### src/rtl/debug_pkg.sv
// debug_pkg: constants and FSM states shared by the register dump, the debug unit and the host decoder
package debug_pkg;
   localparam int DBG_LEN_DATA = 32;
   localparam int DBG_NUM_REGS = 32;
   localparam int DBG_NUM_BITS = 5;
   localparam logic [7:0] HDR_BYTE = 8'hA5;
   localparam int FRAME_WORDS_BASE = DBG_NUM_REGS + 1;
   localparam int FRAME_WORDS_CC = DBG_NUM_REGS + 2;
   localparam int FRAME_BYTES_BASE = 1 + (DBG_LEN_DATA / 8) * FRAME_WORDS_BASE;
   localparam int FRAME_BYTES_CC = 1 + (DBG_LEN_DATA / 8) * FRAME_WORDS_CC;
`ifdef DEBUG_CYCLE_COUNT_EN
   localparam int FRAME_WORDS = FRAME_WORDS_CC;
`else
   localparam int FRAME_WORDS = FRAME_WORDS_BASE;
`endif
   localparam int FRAME_BYTES = 1 + (DBG_LEN_DATA / 8) * FRAME_WORDS;
   typedef enum logic [2:0] {
      S_IDLE, S_HDR, S_WAIT_HDR, S_LOAD, S_SEND, S_WAIT, S_NEXT, S_FINISH
   } state_t;
endpackage

### src/rtl/word_serializer.sv
// word_serializer: loads one word and shifts it out MSB-first a byte at a time
module word_serializer #(
   parameter int LEN_DATA = 32
) (
   input  logic                clk,
   input  logic                reset,
   input  logic                load,
   input  logic                shift,
   input  logic [LEN_DATA-1:0] din,
   output logic [7:0]          nxt_byte,
   output logic                last_byte
);
   localparam int NB = LEN_DATA / 8;
   localparam int CW = (NB > 1) ? $clog2(NB) : 1;
   logic [LEN_DATA-1:0] shift_q, shift_d;
   logic [CW-1:0] cnt_q, cnt_d;
   // next shifter contents; nxt_byte lets the caller register the byte it is about to send
   always_comb begin
      shift_d = load ? din : shift ? shift_q << 8 : shift_q;
      cnt_d = load ? '0 : shift ? cnt_q + 1'b1 : cnt_q;
   end
   assign nxt_byte = shift_d[LEN_DATA-1 -: 8];
   assign last_byte = cnt_q == CW'(NB - 1);
   // shifter and byte counter state
   always_ff @(posedge clk or negedge reset) begin
      if (!reset) begin
         shift_q <= '0;
         cnt_q <= '0;
      end else begin
         shift_q <= shift_d;
         cnt_q <= cnt_d;
      end
   end
endmodule

### src/rtl/debug_recolector.sv
// debug_recolector: dumps PC and the register file to the UART as a byte frame (option DEBUG_CYCLE_COUNT_EN appends the cycle count)
module debug_recolector
   import debug_pkg::*;
#(
   parameter int LEN_DATA = 32,
   parameter int NUM_REGS = 32,
   parameter int NUM_BITS = 5
) (
   input  logic                clk,
   input  logic                reset,
   input  logic                start,
   input  logic [LEN_DATA-1:0] in_pc,
   input  logic [LEN_DATA-1:0] in_reg_data,
   output logic [NUM_BITS-1:0] out_reg_addr,
   output logic [7:0]          tx_data,
   output logic                tx_start,
   input  logic                tx_done,
   output logic                busy,
   output logic                done
`ifdef DEBUG_CYCLE_COUNT_EN
   ,input logic [LEN_DATA-1:0] in_cycle_cnt
`endif
);
   localparam int WW = $clog2(NUM_REGS + 2);
`ifdef DEBUG_CYCLE_COUNT_EN
   localparam int LAST_W = NUM_REGS + 1;
`else
   localparam int LAST_W = NUM_REGS;
`endif
   state_t state_q, state_d;
   logic [WW-1:0] w_q, w_d;
   logic [LEN_DATA-1:0] pc_q, pc_d, word;
   logic [NUM_BITS-1:0] addr_q, addr_d;
   logic [7:0] tx_data_q, tx_data_d, nxt_byte;
   logic tx_start_q, tx_start_d, busy_q, busy_d, done_q, done_d, last_byte, hold;
`ifdef DEBUG_CYCLE_COUNT_EN
   logic [LEN_DATA-1:0] cyc_q, cyc_d;
   // word 0 is the PC, then the registers, then the captured cycle count
   always_comb word = (w_q == '0) ? pc_q : (w_q <= WW'(NUM_REGS)) ? in_reg_data : cyc_q;
`else
   // word 0 is the PC, then the registers
   always_comb word = (w_q == '0) ? pc_q : in_reg_data;
`endif
   word_serializer #(.LEN_DATA(LEN_DATA)) u_ser (
      .clk(clk),
      .reset(reset),
      .load(state_q == S_LOAD),
      .shift(state_q == S_WAIT && tx_done),
      .din(word),
      .nxt_byte(nxt_byte),
      .last_byte(last_byte)
   );
   // next state, word index and captures; outputs are derived from the next state so they stay Moore
   always_comb begin
      state_d = state_q;
      w_d = w_q;
      pc_d = pc_q;
`ifdef DEBUG_CYCLE_COUNT_EN
      cyc_d = cyc_q;
`endif
      case (state_q)
         S_IDLE: if (start) begin
            state_d = S_HDR;
            w_d = '0;
            pc_d = in_pc;
`ifdef DEBUG_CYCLE_COUNT_EN
            cyc_d = in_cycle_cnt;
`endif
         end
         S_HDR: state_d = S_WAIT_HDR;
         S_WAIT_HDR: state_d = tx_done ? S_LOAD : S_WAIT_HDR;
         S_LOAD: state_d = S_SEND;
         S_SEND: state_d = S_WAIT;
         S_WAIT: state_d = !tx_done ? S_WAIT : last_byte ? S_NEXT : S_SEND;
         S_NEXT: begin
            w_d = w_q + 1'b1;
            state_d = (w_q == WW'(LAST_W)) ? S_FINISH : S_LOAD;
         end
         default: state_d = S_IDLE;
      endcase
      hold = state_d inside {S_LOAD, S_SEND, S_WAIT, S_NEXT};
      addr_d = (hold && w_d != '0 && w_d <= WW'(NUM_REGS)) ? NUM_BITS'(w_d - 1'b1) : '0;
      tx_start_d = state_d == S_HDR || state_d == S_SEND;
      tx_data_d = state_d == S_HDR ? HDR_BYTE : state_d == S_SEND ? nxt_byte : 8'h00;
      busy_d = state_d != S_IDLE;
      done_d = state_d == S_FINISH;
   end
   // all FSM state and registered outputs
   always_ff @(posedge clk or negedge reset) begin
      if (!reset) begin
         state_q <= S_IDLE;
         w_q <= '0;
         pc_q <= '0;
         addr_q <= '0;
         tx_data_q <= '0;
         tx_start_q <= 1'b0;
         busy_q <= 1'b0;
         done_q <= 1'b0;
`ifdef DEBUG_CYCLE_COUNT_EN
         cyc_q <= '0;
`endif
      end else begin
         state_q <= state_d;
         w_q <= w_d;
         pc_q <= pc_d;
         addr_q <= addr_d;
         tx_data_q <= tx_data_d;
         tx_start_q <= tx_start_d;
         busy_q <= busy_d;
         done_q <= done_d;
`ifdef DEBUG_CYCLE_COUNT_EN
         cyc_q <= cyc_d;
`endif
      end
   end
   assign out_reg_addr = addr_q;
   assign tx_data = tx_data_q;
   assign tx_start = tx_start_q;
   assign busy = busy_q;
   assign done = done_q;
endmodule
### config.mk
export PLATFORM = sky130hd
export DESIGN_NAME = debug_recolector
export DESIGN_NICKNAME = d
export VERILOG_FILES = /design/src/rtl/debug_pkg.sv /design/src/rtl/word_serializer.sv /design/src/rtl/debug_recolector.sv
export SDC_FILE = /design/constraint.sdc
export NUM_CORES = 1
export LEC_CHECK = 0
export ABC_AREA = 1
export ABC_CLOCK_PERIOD_IN_PS = 2300
export BUFFER_PORTS_ARGS = -buffer_cell sky130_fd_sc_hd__buf_2
export CORE_UTILIZATION = 37
export CTS_CLUSTER_SIZE = 12
export DETAILED_ROUTE_END_ITERATION = 10
export GPL_TIMING_DRIVEN = 0
export PLACE_DENSITY = 0.64
export SLEW_MARGIN = 20
export SYNTH_ARGS = -nofsm -noshare
export SYNTH_HDL_FRONTEND = slang
export SYNTH_SLANG_ARGS = --single-unit
### constraint.sdc
create_clock -name clk -period 2.3 [get_ports clk]
set_input_delay 0.345 -clock clk [delete_from_list [all_inputs] [get_ports clk]]
set_output_delay 0.345 -clock clk [all_outputs]
set_load 0.005 [all_outputs]
---- After elaboration in Yosys (flattened, before gate mapping) ----
Index checks and enable logic that the tools add are counted.
operators by class
  equal/unequal tests ..................... 14
  muxes and demuxes ....................... 16
  add/subtract/negate cells ............... 3
  reduce and logical (&&, ||, !) cells .... 11
  order comparisons ....................... 1
operators by type and width
  operator                                                number
  two-way mux 32 bit                                      3
  equality test 3 bit (second input constant)             7
  one-hot mux 3 bit (7 select lines)                      1
  two-way mux 8 bit                                       2
  one-hot mux 6 bit (2 select lines)                      1
  equality test 3 x 2 -> 1 bit (second input constant)    3
  two-way mux 2 bit                                       4
  adder 6 x 1 -> 6 bit (second input constant)            1
  equality test 3 x 1 -> 1 bit (second input constant)    2
  equality test 6 bit (second input constant)             1
  less-or-equal comparator 6 bit (second input constant)  1
  logical NOT 6 bit                                       1
  two-way mux 3 bit                                       2
  two-way mux 6 bit                                       1
  nonzero test 6 bit                                      1
  two-way mux 5 bit                                       1
  subtractor 5 x 1 -> 5 bit (second input constant)       1
  nonzero test 4 bit                                      1
  logical AND 1 bit                                       3
  logical NOT 3 bit                                       1
  nonzero test 3 bit                                      1
  adder 2 x 1 -> 2 bit (second input constant)            1
  equality test 2 bit (second input constant)             1
  AND reduction 2 bit                                     1
  3 further kinds                                         3
word-level totals
  register bits after elaboration ......... 91
  logic and storage cells ................. 56
  input port bits ......................... 68

---- Longest topological paths before layout ----
  depth after elaboration ................. 9
  mapped depth ............................ 14

---- Hierarchy ----
From an unflattened synthesis, not the netlist that was laid out.
unflattened totals
  cells, all modules ...................... 529
  area, all modules ....................... 4,322.9 µm²
modules (own cells, without submodules)
  module            times used  area an instance (µm²)  cells each  seq. area each (µm²)
  debug_recolector  1           2,733.9                 345         1,426.4
  word_serializer   1           1,589.0                 184         850.8

---- Worst setup path after synthesis ----
No wires, ideal clock.
  path kind ............................... register to register
  from .................................... register state_q[2]
  to ...................................... register addr_q[0] (netlist: out_reg_addr[0])
  period minus slack after synthesis ...... 1.797 ns
  slack ................................... 0.503 ns
  cell stages (with the launch flop) ...... 15
  data required time ...................... 2.228 ns
  library setup time ...................... 0.072 ns
  path buffers ............................ 2
  arrival time ............................ 1.725 ns
  cell sequence ........................... dfrtp_1 > buf_6 > nor2_2 > nand2_2 > buf_6 > nand2_1 > nor2_1 > nor2_2 > ha_1 > inv_1 > nor2_1 > nand2_1 > nand2_1 > nand3_2 > nor2_1
between the ends
  word-level cells in the longest chain between the ends .. 7
  elaborated cells between the ends (all ways) .. 21
  classes of those cells .................. add/sub (1); order compare (1); eq/ne (10); mux (4); reduce/logical (5)
ends and longest elaborated chain
  element                                                                     line                     text
  from (decl)                                                                 debug_recolector.sv:30   state_t state_q, state_d;
  from (signal assigned)                                                      debug_recolector.sv:103  state_q <= state_d;
  equality test 3 bit (tied with other cells)                                 debug_recolector.sv:61   case (state_q)
  one-hot mux 3 bit (7 select lines)                                          debug_recolector.sv:61
  equality test 3 x 2 -> 1 bit / equality test 3 bit (equally long branches)  debug_recolector.sv:81   hold = state_d inside {S_LOAD, S_SEND, S_WAIT, S_NEXT};
  nonzero test 4 bit                                                          debug_recolector.sv:81
  logical AND 1 bit (2 in a row)                                              debug_recolector.sv:82   addr_d = (hold && w_d != '0 && w_d <= WW'(NUM_REGS)) ? NUM_BITS'(w_d - 1'b1) : '0;
  two-way mux 5 bit (*)                                                       debug_recolector.sv:82
  via addr_d[0]                                                               debug_recolector.sv:33   logic [NUM_BITS-1:0] addr_q, addr_d;
  to (signal assigned)                                                        debug_recolector.sv:106  addr_q <= addr_d;
  to (decl)                                                                   debug_recolector.sv:33
The timed path passes the listed nets; every way through them passes the cells marked *.
A chain may end at the register's enable or synchronous reset.

---- Final worst setup path ----
  from .................................... register w_q[0]
  to ...................................... register u_ser.shift_q[20]
between the ends
  word-level cells in the longest chain between the ends .. 3
ends and longest elaborated chain
  element                 line                     text
  from (decl)             debug_recolector.sv:31   logic [WW-1:0] w_q, w_d;
  from (signal assigned)  debug_recolector.sv:104  w_q <= w_d;
  logical NOT 6 bit       debug_recolector.sv:42   always_comb word = (w_q == '0) ? pc_q : in_reg_data;
  two-way mux 32 bit      debug_recolector.sv:42
  two-way mux 32 bit      word_serializer.sv:19    shift_d = load ? din : shift ? shift_q << 8 : shift_q;
  to (signal assigned)    word_serializer.sv:30    shift_q <= shift_d;
  to (decl)               word_serializer.sv:15    logic [LEN_DATA-1:0] shift_q, shift_d;
Every way passes these cells.

==> out/metrics.yaml <==
status: "finished clean"
ys.flop_type: "dfrtp_1"
final_area_um2: 5020
portBuffers: 83
drt_iter0_drc: 182
cp_num_cells: 11
antenna_found_initial: 0
ys_seq_area_share_pct: 54.7
grt_pass1_wl_um: 15800
finalHoldViolations: 0
gr-total-overflow: 0
rsz0062_at_grt: "false"
first_global_vias: 3332
synth_fp_nets: 520
hold_path_class: "primary input to flop"
vdd_drop_max_uv: 575
synth-async-reset-ratio_pct: 100
worst_pin_slew_ps: 482
cp_slowest_cell: "dfrtp_1"
dieArea_um2: 11700
synth_seq_cells: 91
cts_buffers: 9
crit_arrival_ps: 2330
leakage_uw: 0.00255
synth_top_area_share_pct: 54.7
die_width_um: 108
grt_max_degree: 59
cp-start-kind: "flop"
avgSynthCellArea_um2: 9.32
boundaryPins: 84
yosys-top-cells-area: "dfrtp_1, nand2_1, a21oi_1"
cts_tree: "done"
grt_usage_pct: 17.7
setup_violations: 0
r2r-start: "w_q[0]"
wl_um: 9640
synthCells: 447
dp_hpwl_um: 7290
regToRegSetupSlack_ps: 200
worst_setup_path_end_kind: "flop"
viasPerCell: 4.85
path_class: "flop to flop"
gp_congestion: 0.790
r2r_end: "u_ser.shift_q[20]"
die_h_um: 108
max_cap_violations: 0
cts-root-buf: "clkbuf_8"
drv_slew: 0
ant_nets: 0
synth-edff-count: 0
rows: 38
cts_max_path_buffers: 2
path_clk_slew_ps: 90
fin_tns_setup_ps: 0
clock_latency_ps: 350
synthMostInstantiatedCell: "dfrtp_1"
worstPathRequired_ps: 2530
area_growth_pct: 20.5
firstDrtPassIters: 4
worstSetupStartpoint: "w_q[0]"
cp.buffers_inverters: 5
fin_crit_ps: 2100
critPathMaxFanout: 10
finalCritPeriodShare_pct: 91.2
vias: 3346
crit_chain: "inv_1 -> ha_1 -> inv_1 -> nor2_1 -> nand4_4 -> inv_2 -> buf_4 -> buf_4 -> a21oi_1 -> o21ai_1 -> o211ai_1"
netlist_area_um2: 4170
holdCritStartpoint: "in_pc[27]"
finClkSkew_ps: 6.25
pwr_density_cell_nw_per_um2: 1310
synth_largest_area_cell: "dfrtp_1"
diodes: 0
avgRoutedWirePerCell_um: 14.0
max_stage_delay_ps: 440
r2r_cells: 11
drc_errors: 0
cts.htree.levels: 3
clock_sinks: 91
crit_end: "u_ser.shift_q[20]"
final_nets: 618
slew_headroom_pct: 67.9
ys_types: 32
synth_warnings: 0
fmax_ghz: 0.477
yosys-top-cells-count: "dfrtp_1, nand2_1, nor2_1"
layout-drive-gt1-share_pct: 28.2
design.core.area_um2: 10900
start_util_pct: 38.3
crit_family: "buffers and inverters"
place_area_um2: 4790
==> flip-flops by register name, summed over array words and instances (netlist names) <==
| signal | cells |
|---|---|
| u_ser.cnt_q | 2 |
| out_reg_addr | 5 |
| tx_start | 1 |
| tx_data | 8 |
| state_q | 3 |
| w_q | 6 |
| done | 1 |
| pc_q | 32 |
| busy | 1 |
| u_ser.shift_q | 32 |
==> power by group <==
| part | internal (µW) | switching [µW] | total (µW) |
|---|---|---|---|
| Clock | 505 | 565 | 1070 |
| Combinational | 1130 | 1800 | 2930 |
| Sequential | 2280 | 291 | 2570 |
| Total | 3920 | 2660 | 6570 |
==> cell type report <==
type                            count  area [µm²]
Tap cell                          140         175
Clock buffer                       10         128
Clock inverter                      6        65.1
Sequential cell                    91        2280
Multi-Input combinational cell    282        1570
Buffer                             21         124
Inverter                           53         199
Fill cell                        1061        5870
Timing Repair Buffer               87         474
==> metal layers <==
layer | global-route usage (%) | vias up | wire, µm
met2 | 28.4 | 95 | 4610
met1 | 23.5 | 1579 | 4400
met5 | 0 | - | 0
li1 | - | 1666 | -
met3 | 4.28 | 6 | 546
met4 | 5.38 | 0 | 81
==> cells by family after synthesis <==
kind of cell / synth area share, %
xor gates and xnor gates: 0.421
AOI/OAI and AO/OA: 15.6
buffers and inverters: 7.75
and+or+nand+nor: 15.8
DFF: 54.7
muxes: 4.33
adders and majority gates: 1.50
==> repair_timing <==
action | 4_1_cts | 5_1_grt
setup endpoints to repair | 0 | 6
resized for setup | 0 | 2
hold buffers | 1 | 0
endpoints found under the hold margin | 33 | 0
buffers inserted | 0 | 2
==> cells in the final DEF, fill, tap and decap left out, drive strengths merged <==
cell,count
buf,104
dfrtp,91
nand2,69
nor2,57
inv,54
o21ai,41
a21oi,39
nand3,18
mux2,16
o211ai,14
o22ai,13
clkbuf,13
ha,5
o21a,3
nand4,3
clkinv,3
or2,1
xor2,1
xnor2,1
a22o,1
bufinv,1
clkinvlp,1
dlygate4sd3,1
==> stage by stage <==
stage                     std cells  utilization (%)  total power [µW]  setup WS, ps  hold WS, ps
after floorplan                 447                -              4670           503         49.4
after global placement          670             43.7              5390          39.8          461
after detailed placement        671             44.0              5490           144          255
after CTS                       688             45.9              6580           127          181
after global routing            690             46.1              7160          11.5          185
final                           690             46.1              6570           201          196
==> worst min path at each step <==
stage / slack (ps) / depth (start not counted) / endpoint
6_report: 200 / 2 / pc_q[27]
5_1_grt: 190 / 2 / pc_q[25]
4_1_cts: 180 / 2 / pc_q[27]
3_5_place_dp: 260 / 1 / pc_q[19]
3_3_place_gp: 460 / 1 / u_ser.cnt_q[0]
2_1_floorplan: 50 / 0 / busy
Power figures use the tool's default switching activity.
